File: src/rtl/sobel_pkg.sv
// Shared types for the 3-line window front end: controller state and
// window-mux rotation codes.
package sobel_pkg;

    typedef enum logic [1:0] {
        ST_IDLE = 2'd0,
        ST_FILL = 2'd1,
        ST_READ = 2'd2,
        ST_LAST = 2'd3
    } lb_state_e;

    localparam logic [1:0] RD_ROT_A = 2'b00;
    localparam logic [1:0] RD_ROT_B = 2'b01;
    localparam logic [1:0] RD_ROT_C = 2'b10;

    // Rotation for a read pass is fixed by which RAM holds the newest line.
    function automatic logic [1:0] rot_for_line(input logic [1:0] line_mod3);
        logic [1:0] rot;
        case (line_mod3)
            2'd0:    rot = RD_ROT_C;
            2'd1:    rot = RD_ROT_A;
            default: rot = RD_ROT_B;
        endcase
        return rot;
    endfunction

    function automatic logic [2:0] ram_onehot(input logic [1:0] idx);
        return 3'b001 << idx;
    endfunction

endpackage

File: src/rtl/mod3_rot_cnt.sv
// Wrapping 0..2 counter selecting which line RAM receives the current line.
module mod3_rot_cnt (
    input  logic       clk,
    input  logic       rst,
    input  logic       clr,
    input  logic       inc,
    output logic [1:0] idx
);

    always_ff @(posedge clk) begin
        if (rst || clr) begin
            idx <= 2'd0;
        end else if (inc) begin
            idx <= (idx == 2'd2) ? 2'd0 : idx + 2'd1;
        end
    end

endmodule

File: src/rtl/line_buffer_ctrl.sv
// Line-buffer controller: writes incoming lines round-robin into three line
// RAMs and sweeps a read pass per line to feed a 3-line window mux.
module line_buffer_ctrl
    import sobel_pkg::*;
#(
    parameter int IMG_W   = 640,
    parameter int IMG_H   = 480,
    parameter int ADDR_WD = 10
) (
    input  logic               clk,
    input  logic               rst,
    input  logic               start,
    input  logic               pix_valid,
    output logic               pix_ready,
    output logic [2:0]         wr_en,
    output logic [ADDR_WD-1:0] wr_addr,
    output logic [ADDR_WD-1:0] rd_addr,
    output logic [1:0]         rd_ram,
    output logic               first_line,
    output logic               last_line,
    output logic               win_valid,
    output logic [ADDR_WD-1:0] win_col,
    output logic               frame_done
);

    localparam int LINE_WD = $clog2(IMG_H + 1);
    localparam logic [ADDR_WD-1:0] COL_LAST = ADDR_WD'(IMG_W - 1);
    localparam logic [LINE_WD-1:0] LINE_ZERO = '0;
    localparam logic [LINE_WD-1:0] LINE_TWO  = LINE_WD'(2);
    localparam logic [LINE_WD-1:0] LINE_ALL  = LINE_WD'(IMG_H);

    lb_state_e          state, state_nxt;
    logic [ADDR_WD-1:0] col;
    logic [LINE_WD-1:0] line;
    logic [1:0]         wr_idx;
    logic [1:0]         rd_rot;
    logic               frame_start, beat, line_done, reading, pass_done, col_step;
    logic               done_pend;

    assign frame_start = (state == ST_IDLE) && start;
    assign beat        = (state == ST_FILL) && pix_valid;
    assign line_done   = beat && (col == COL_LAST);
    assign reading     = (state == ST_READ) || (state == ST_LAST);
    assign pass_done   = reading && (col == COL_LAST);
    assign col_step    = beat || reading;

    mod3_rot_cnt u_rot (
        .clk (clk),
        .rst (rst),
        .clr (frame_start),
        .inc (line_done),
        .idx (wr_idx)
    );

    always_ff @(posedge clk) begin
        if (rst) begin
            state <= ST_IDLE;
        end else begin
            state <= state_nxt;
        end
    end

    // line counts completed lines: during FILL it is the line being written,
    // during READ it is one past the line just written.
    always_comb begin
        state_nxt = state;
        pix_ready = 1'b0;
        wr_en     = 3'b000;
        wr_addr   = '0;
        rd_addr   = '0;
        case (state)
            ST_IDLE: begin
                if (start) state_nxt = ST_FILL;
            end
            ST_FILL: begin
                pix_ready = 1'b1;
                wr_addr   = col;
                if (beat) wr_en = ram_onehot(wr_idx);
                if (line_done && (line != LINE_ZERO)) state_nxt = ST_READ;
            end
            ST_READ: begin
                rd_addr = col;
                if (pass_done) state_nxt = (line == LINE_ALL) ? ST_LAST : ST_FILL;
            end
            ST_LAST: begin
                rd_addr = col;
                if (pass_done) state_nxt = ST_IDLE;
            end
            default: state_nxt = ST_IDLE;
        endcase
    end

    always_ff @(posedge clk) begin
        if (rst) begin
            col    <= '0;
            line   <= '0;
            rd_rot <= RD_ROT_A;
        end else begin
            if (frame_start) begin
                col  <= '0;
                line <= '0;
            end else if (col_step) begin
                col <= (col == COL_LAST) ? '0 : col + 1'b1;
            end
            if (line_done) begin
                line   <= line + 1'b1;
                rd_rot <= rot_for_line(wr_idx);
            end
        end
    end

    // Window qualifiers trail rd_addr by one cycle to line up with RAM data.
    always_ff @(posedge clk) begin
        if (rst) begin
            win_valid  <= 1'b0;
            win_col    <= '0;
            first_line <= 1'b0;
            last_line  <= 1'b0;
            rd_ram     <= RD_ROT_A;
            done_pend  <= 1'b0;
            frame_done <= 1'b0;
        end else begin
            win_valid  <= reading;
            win_col    <= reading ? col : '0;
            first_line <= (state == ST_READ) && (line == LINE_TWO);
            last_line  <= (state == ST_LAST);
            rd_ram     <= ((state == ST_READ) && (line != LINE_TWO)) ? rd_rot : RD_ROT_A;
            done_pend  <= (state == ST_LAST) && (col == COL_LAST);
            frame_done <= done_pend;
        end
    end

endmodule

File: config.mk
export PLATFORM = sky130hd
export DESIGN_NAME = line_buffer_ctrl
export DESIGN_NICKNAME = d
export VERILOG_FILES = /design/src/rtl/sobel_pkg.sv /design/src/rtl/mod3_rot_cnt.sv /design/src/rtl/line_buffer_ctrl.sv
export SDC_FILE = /design/constraint.sdc
export NUM_CORES = 1
export LEC_CHECK = 0
export ABC_AREA = 0
export CAP_MARGIN = 10
export CORE_ASPECT_RATIO = 0.8
export CORE_MARGIN = 2
export CORE_UTILIZATION = 53
export DETAILED_ROUTE_END_ITERATION = 8
export PLACE_DENSITY = 0.91
export SETUP_SLACK_MARGIN = 0.5
export SYNTH_ARGS = -nofsm -noshare
export SYNTH_HDL_FRONTEND = slang
export SYNTH_HIERARCHICAL = 1
export SYNTH_SLANG_ARGS = --single-unit
File: constraint.sdc
create_clock -name clk -period 3.1 [get_ports clk]
set_clock_uncertainty 0.05 [all_clocks]
set_input_delay 0.465 -clock clk [delete_from_list [all_inputs] [get_ports clk]]
set_output_delay 0.465 -clock clk [all_outputs]
set_load 0.01 [all_outputs]
# --- Word-level counts from Yosys, hierarchy flattened ---
# Cells that the tools add are included.
word_totals:
  regBits: 42
  inputBits: 4
  output_inout_bits: 40
  word_cells: 67
classes:
  n_addsub: 3
  eq_ne: 13
  shift: 1
  mux: 16
  n_bitwise: 2
  reduce_logical: 20
ops:
  columns: ["cell", "count"]
  rows:
  - ["10-bit two-way mux", 3]
  - ["9-bit two-way mux", 2]
  - ["2-bit two-way mux", 6]
  - ["10-bit by 1-bit adder with 10-bit output, second input constant", 1]
  - ["10-bit equality test, second input constant", 1]
  - ["9-bit by 1-bit adder with 9-bit output, second input constant", 1]
  - ["9-bit by 2-bit equality test with 1-bit output, second input constant", 1]
  - ["9-bit equality test, second input constant", 1]
  - ["9-bit by 2-bit != test with 1-bit output, second input constant", 1]
  - ["9-bit nonzero test", 1]
  - ["1-bit logical AND", 8]
  - ["2-bit case mux with 4 select lines", 1]
  - ["2-bit OR reduction", 4]
  - ["2-bit equality test, second input constant", 3]
  - ["3-bit two-way mux", 2]
  - ["2-bit != test, second input constant", 3]
  - ["2-bit by 1-bit equality test with 1-bit output, second input constant", 2]
  - ["2-bit logical NOT", 2]
  - ["2-bit case mux with 2 select lines", 1]
  - ["4-bit AND reduction", 1]
  - ["1-bit logical OR", 3]
  - ["1-bit by 2-bit << shifter with 3-bit output, first input constant", 1]
  - ["2-bit by 1-bit adder with 2-bit output, second input constant", 1]
  - ["2-bit by 1-bit != test with 1-bit output, second input constant", 1]
  - ["3 further kinds", 4]

# --- Logic depth before layout (Yosys ltp) ---
depth:
  ltp_word: 6
  depth_mapped: 7
  ltp_nobuf: 6

# --- Hierarchy ---
# The synthesis kept the hierarchy.
modules_own_cells:
  columns: ["mod", "instances", "cells_each", "area_per_inst_um2", "seq_area_each_um2"]
  rows:
  - ["line_buffer_ctrl", 1, 203, 1791.7, 800.8]
  - ["mod3_rot_cnt", 1, 8, 88.8, 40.0]

# --- Worst setup path before layout ---
# OpenSTA, ideal clock, no wires.
synth_path:
  path_kind: "register -> register"
  from: "register col[0]"
  to: "register u_rot.idx[0]"
  setup_ps: 79
  t_arrival_ps: 1932
  required_time_ps: 2971
  slack_ps: 1039
  stages_incl_launch_ff: 7
  n_path_buf: 0
  synth_period_minus_slack_ps: 2061
  path_cell_list: "dfxtp_1 ha_1 nand2_1 or4_1 inv_1 or3b_1 a211oi_2"
synth_between:
  elab_chain_cells: 2
synth_lines:
  columns: ["item", "line", "rtl"]
  rows:
  - ["from (decl)", "line_buffer_ctrl.sv:33", "logic [ADDR_WD-1:0] col;"]
  - ["from (signal assigned)", "line_buffer_ctrl.sv:103", "col <= (col == COL_LAST) ? '0 : col + 1'b1;"]
  - ["10-bit equality test", "line_buffer_ctrl.sv:42", "assign line_done = beat && (col == COL_LAST);"]
  - ["1-bit logical AND", "line_buffer_ctrl.sv:42", null]
  - ["net line_done", "line_buffer_ctrl.sv:37", "logic frame_start, beat, line_done, reading, pass_done, col_step;"]
  - ["to (signal assigned)", "mod3_rot_cnt.sv:14", "idx <= (idx == 2'd2) ? 2'd0 : idx + 2'd1;"]
  - ["to (decl)", "mod3_rot_cnt.sv:7", "output logic [1:0] idx"]
# The timed path passes the listed nets, and every way through them passes these cells.
# A chain may end at the register's enable or synchronous reset.

# --- Worst setup path after layout ---
layout_path:
  from: "register state[1]"
  to: "output wr_addr[9]"
layout_between:
  elab_chain_cells: 2
layout_lines:
  columns: ["item", "line", "rtl"]
  rows:
  - ["from (decl)", "line_buffer_ctrl.sv:32", "lb_state_e state, state_nxt;"]
  - ["from (signal assigned)", "line_buffer_ctrl.sv:59", "state <= state_nxt;"]
  - ["2-bit by 1-bit equality test with 1-bit output", "line_buffer_ctrl.sv:71", "case (state)"]
  - ["10-bit two-way mux", "line_buffer_ctrl.sv:71", null]
  - ["to (decl)", "line_buffer_ctrl.sv:16", "output logic [ADDR_WD-1:0] wr_addr,"]
# No other way between the ends.

==> summary.md <==
| Metric | Value |
|---|---|
| Status | completed |
| Die Ht | around 57 um |
| Die boundary width | 70.6 um |
| Setup TNS Final | 0 ns |
| Area Overhead vs Synth | 29.9% |
| Wire length on met2 | 1.85 mm |
| Hold WC Path Type | reg -> reg |
| Pins over their slew limit | 0 |
| Met3 wire len | 241 um |
| Max-cap viol count | 0 |
| Worst EP required | ~2.6 ns |
| Routed WL per cell | 13.9 um |
| IO Pins | 44 |
| Register-to-Register Path Depth | 6 |
| Worst-Skew Late Latency | 0.30 ns |
| Post-layout min period | around 2.5 ns |
| Ratio of final minimum period to clock period | 80.7% |
| Post-Syn Area | 1880 um^2 |
| Footprint of the multi-input gates | between 900 and 1000 um^2 |
| Vias per cell | 5.48 |
| Starting Density | 54.9% |
| RSZ-0062 raised after global routing | no |
| DRT iter0 DRCs | 149 |
| Most frequent cells in the layout | clkdlybuf4s50_1, dfxtp_1, and2_1 |
| Synth warnings | 6 |
| Top_reg_cell synth | dfxtp_1 |
| Largest net degree at the start of global routing | 19 |
| Hold Path Depth | 2 |
| Pwr per Cell Area | 383 nW/um^2 |
| Final hold vios | 0 |
| Routability congestion estimate | 0.867 |
| Nets@finish | between 200 and 300 |
| Remaining DRCs | 0 |
| Max Root-Sink Buffers | 2 |
| Max Clk Rate | between 300 and 400 MHz |
| Clock Sinks | 42 |
| Layout cells sized above 1 | under 10% |
| Met1 Wirelength | 2.00 mm |
| Total grt overflow | 0 |
| Crit end category | output port |
| Kind of launch point of the worst setup path | flip-flop |
| Core area | 3420 um^2 |
| Total CTS buffers | 5 |
| Crit Path Class | reg -> out |
| Fillers | 268 |
| Routed WL | 4.15 mm |
| Antenna Nets Post-Route | 0 |
| Min-delay src | rd_rot[1] |
| Highest metal used | met4 |
| Leakage | ~0.00084 uW |
| Peak ir drop on the vdd network | 0.237 mV |
| Initial antenna violation count | 0 |
| DR pass1 iterations | 4 |
| H-tree lvl count | 2 |
| Reg-to-reg startpoint | col[1] |
| Syn Area/Cell | 8.91 um^2 |
| I/O Buffers | 43 |
| Rows | 19 |
| CP Max Fanout | 18 |
| Net Count, Synth | 219 |
| CTS tree | built |
| Number of enable flip-flop cells after synthesis | 0 |
| Non-filler cells, final | 298 |
| N_diodes | 0 |
| Tot GR Track Use | 22.3% |
| Yosys cell types | 40 |
| Register area | 841 um^2 |
| Commonest non-fill, non-tap cell in the layout | clkdlybuf4s50_1 |
| Via count | 1633 |
| Vias in the first global route | between 1000 and 1500 |
| HPWL after DPL | approximately 3 mm |
| Die ar. | roughly 4000 um^2 |
| Arrival time worst endpoint | 1.99 ns |
| Post-synthesis async set-or-reset flop share | 0% |
| Worst Max-Slew Pin Slew | roughly 0.67 ns |
| CTS root buf | clkbuf_8 |
| Hold_ws | 0.407 ns |
| CP Launch Point | state[1] |
| First-pass GRT wire length | between 7 and 8 mm |
| Clock transition at the registers of the reported paths | 0.08 ns |
| Relative slew slack | 54.9% |
| Placed Cells | 290 |
| Seq cells post-synth | 42 |
| Syn Inst Count | between 200 and 250 |
| Sequential element share of the synthesized area | 44.7% |
| Setup violators final | 0 |
| Post-CTS Setup Repair Bufs | 0 |
-- Yosys cell counts (2+ instances only) --
| cell | n | share of area, % |
|---|---|---|
| or4_1 | 4 | 1.6 |
| dfxtp_1 | 42 | 45 |
| nand3_1 | 12 | 3.2 |
| or3_1 | 4 | 1.3 |
| a31oi_1 | 4 | 1.3 |
| nor2b_1 | 4 | 1.3 |
| a311oi_1 | 2 | 0.93 |
| a21oi_1 | 6 | 1.6 |
| nor4_1 | 5 | 1.7 |
| nand2b_1 | 3 | 1.0 |
| nor3b_1 | 3 | 1.2 |
| ha_1 | 4 | 2.7 |
| xnor2_1 | 8 | 3.7 |
| inv_1 | 6 | 1.2 |
| and2_1 | 32 | 11 |
| o31ai_1 | 2 | 0.80 |
| nand3b_1 | 4 | 1.6 |
| nor2_1 | 17 | 3.4 |
| xor2_1 | 3 | 1.4 |
| nor3_1 | 6 | 1.6 |
| buf_2 | 2 | 0.53 |
| clkbuf_1 | 7 | 1.4 |
| nand2_1 | 13 | 2.6 |
| or2_2 | 2 | 0.67 |
-- cell families after synthesis --
group	count (synthesis)	share of synthesized area (%)
flops	42	44.7
simple gates	116	35.6
buf+inv	15	3.13
compound gates	22	8.25
mux	1	0.532
fa+ha+maj	4	2.66
xor+xnor	11	5.12
-- report_power, final --
part           switching (uW)  internal (uW)  total (uW)
clock                     193            158         352
combinational            24.7           16.0        40.7
sequential               1.57            540         542
-- final timing paths --
check | endpoint | slack (ns)
worst max-delay path | wr_addr[9] | 0.60
worst min-delay path | rd_rot[1] | 0.41
worst max register to register | u_rot/idx[0] | 0.73
worst min register to register | rd_rot[1] | 0.41
-- timing repair --
action | in CTS | in global routing
hold buffers | 0 | 0
gates resized for setup | 1 | 0
endpoints found under the hold margin | 0 | 0
endpoints found under the setup margin | 10 | 0
-- routing by layer --
| metal | up-vias | GRT usage (%) |
|---|---|---|
| met4 | 0 | 9.70 |
| met2 | 59 | 32.5 |
| met3 | 6 | 5.30 |
| met5 | - | 0 |
| li1 | 820 | - |
| met1 | 748 | 31.9 |
-- per-stage QoR --
step / power, uW / util (%) / area (um^2) / setup WS, ns
after floorplan: 577 / - / 1880 / 1.04
after global placement: 594 / 68.6 / 2350 / 0.517
after detailed placement: 594 / 68.6 / 2350 / 0.476
after CTS: 938 / 71.3 / 2440 / 0.614
after global routing: 969 / 71.3 / 2440 / 0.501
final: 934 / 71.3 / 2440 / 0.597
-- flip-flops by register name, indices dropped and copies added, names as in the netlist --
signal and cells:
col 10, win_col 10, line 9, rd_ram 2, rd_rot 2, state 2
u_rot/idx 2, done_pend 1, first_line 1, frame_done 1, last_line 1, win_valid 1
-- worst max-delay path, stage by stage, from the launching register on --
cell             delay, ns
dfxtp_1               0.50
nor2b_2               0.42
and2_1                0.20
clkdlybuf4s50_1       0.56
-- cell type report --
cell class,count,share of cell area [%]
clock buffers,5,2.82
clock inverters,3,0.871
inverters,6,0.922
multi-input cells,154,40.3
flip-flops and latches,42,34.4
well taps,42,2.15
repair buffers,46,18.5
Power figures use the tool's default switching activity.
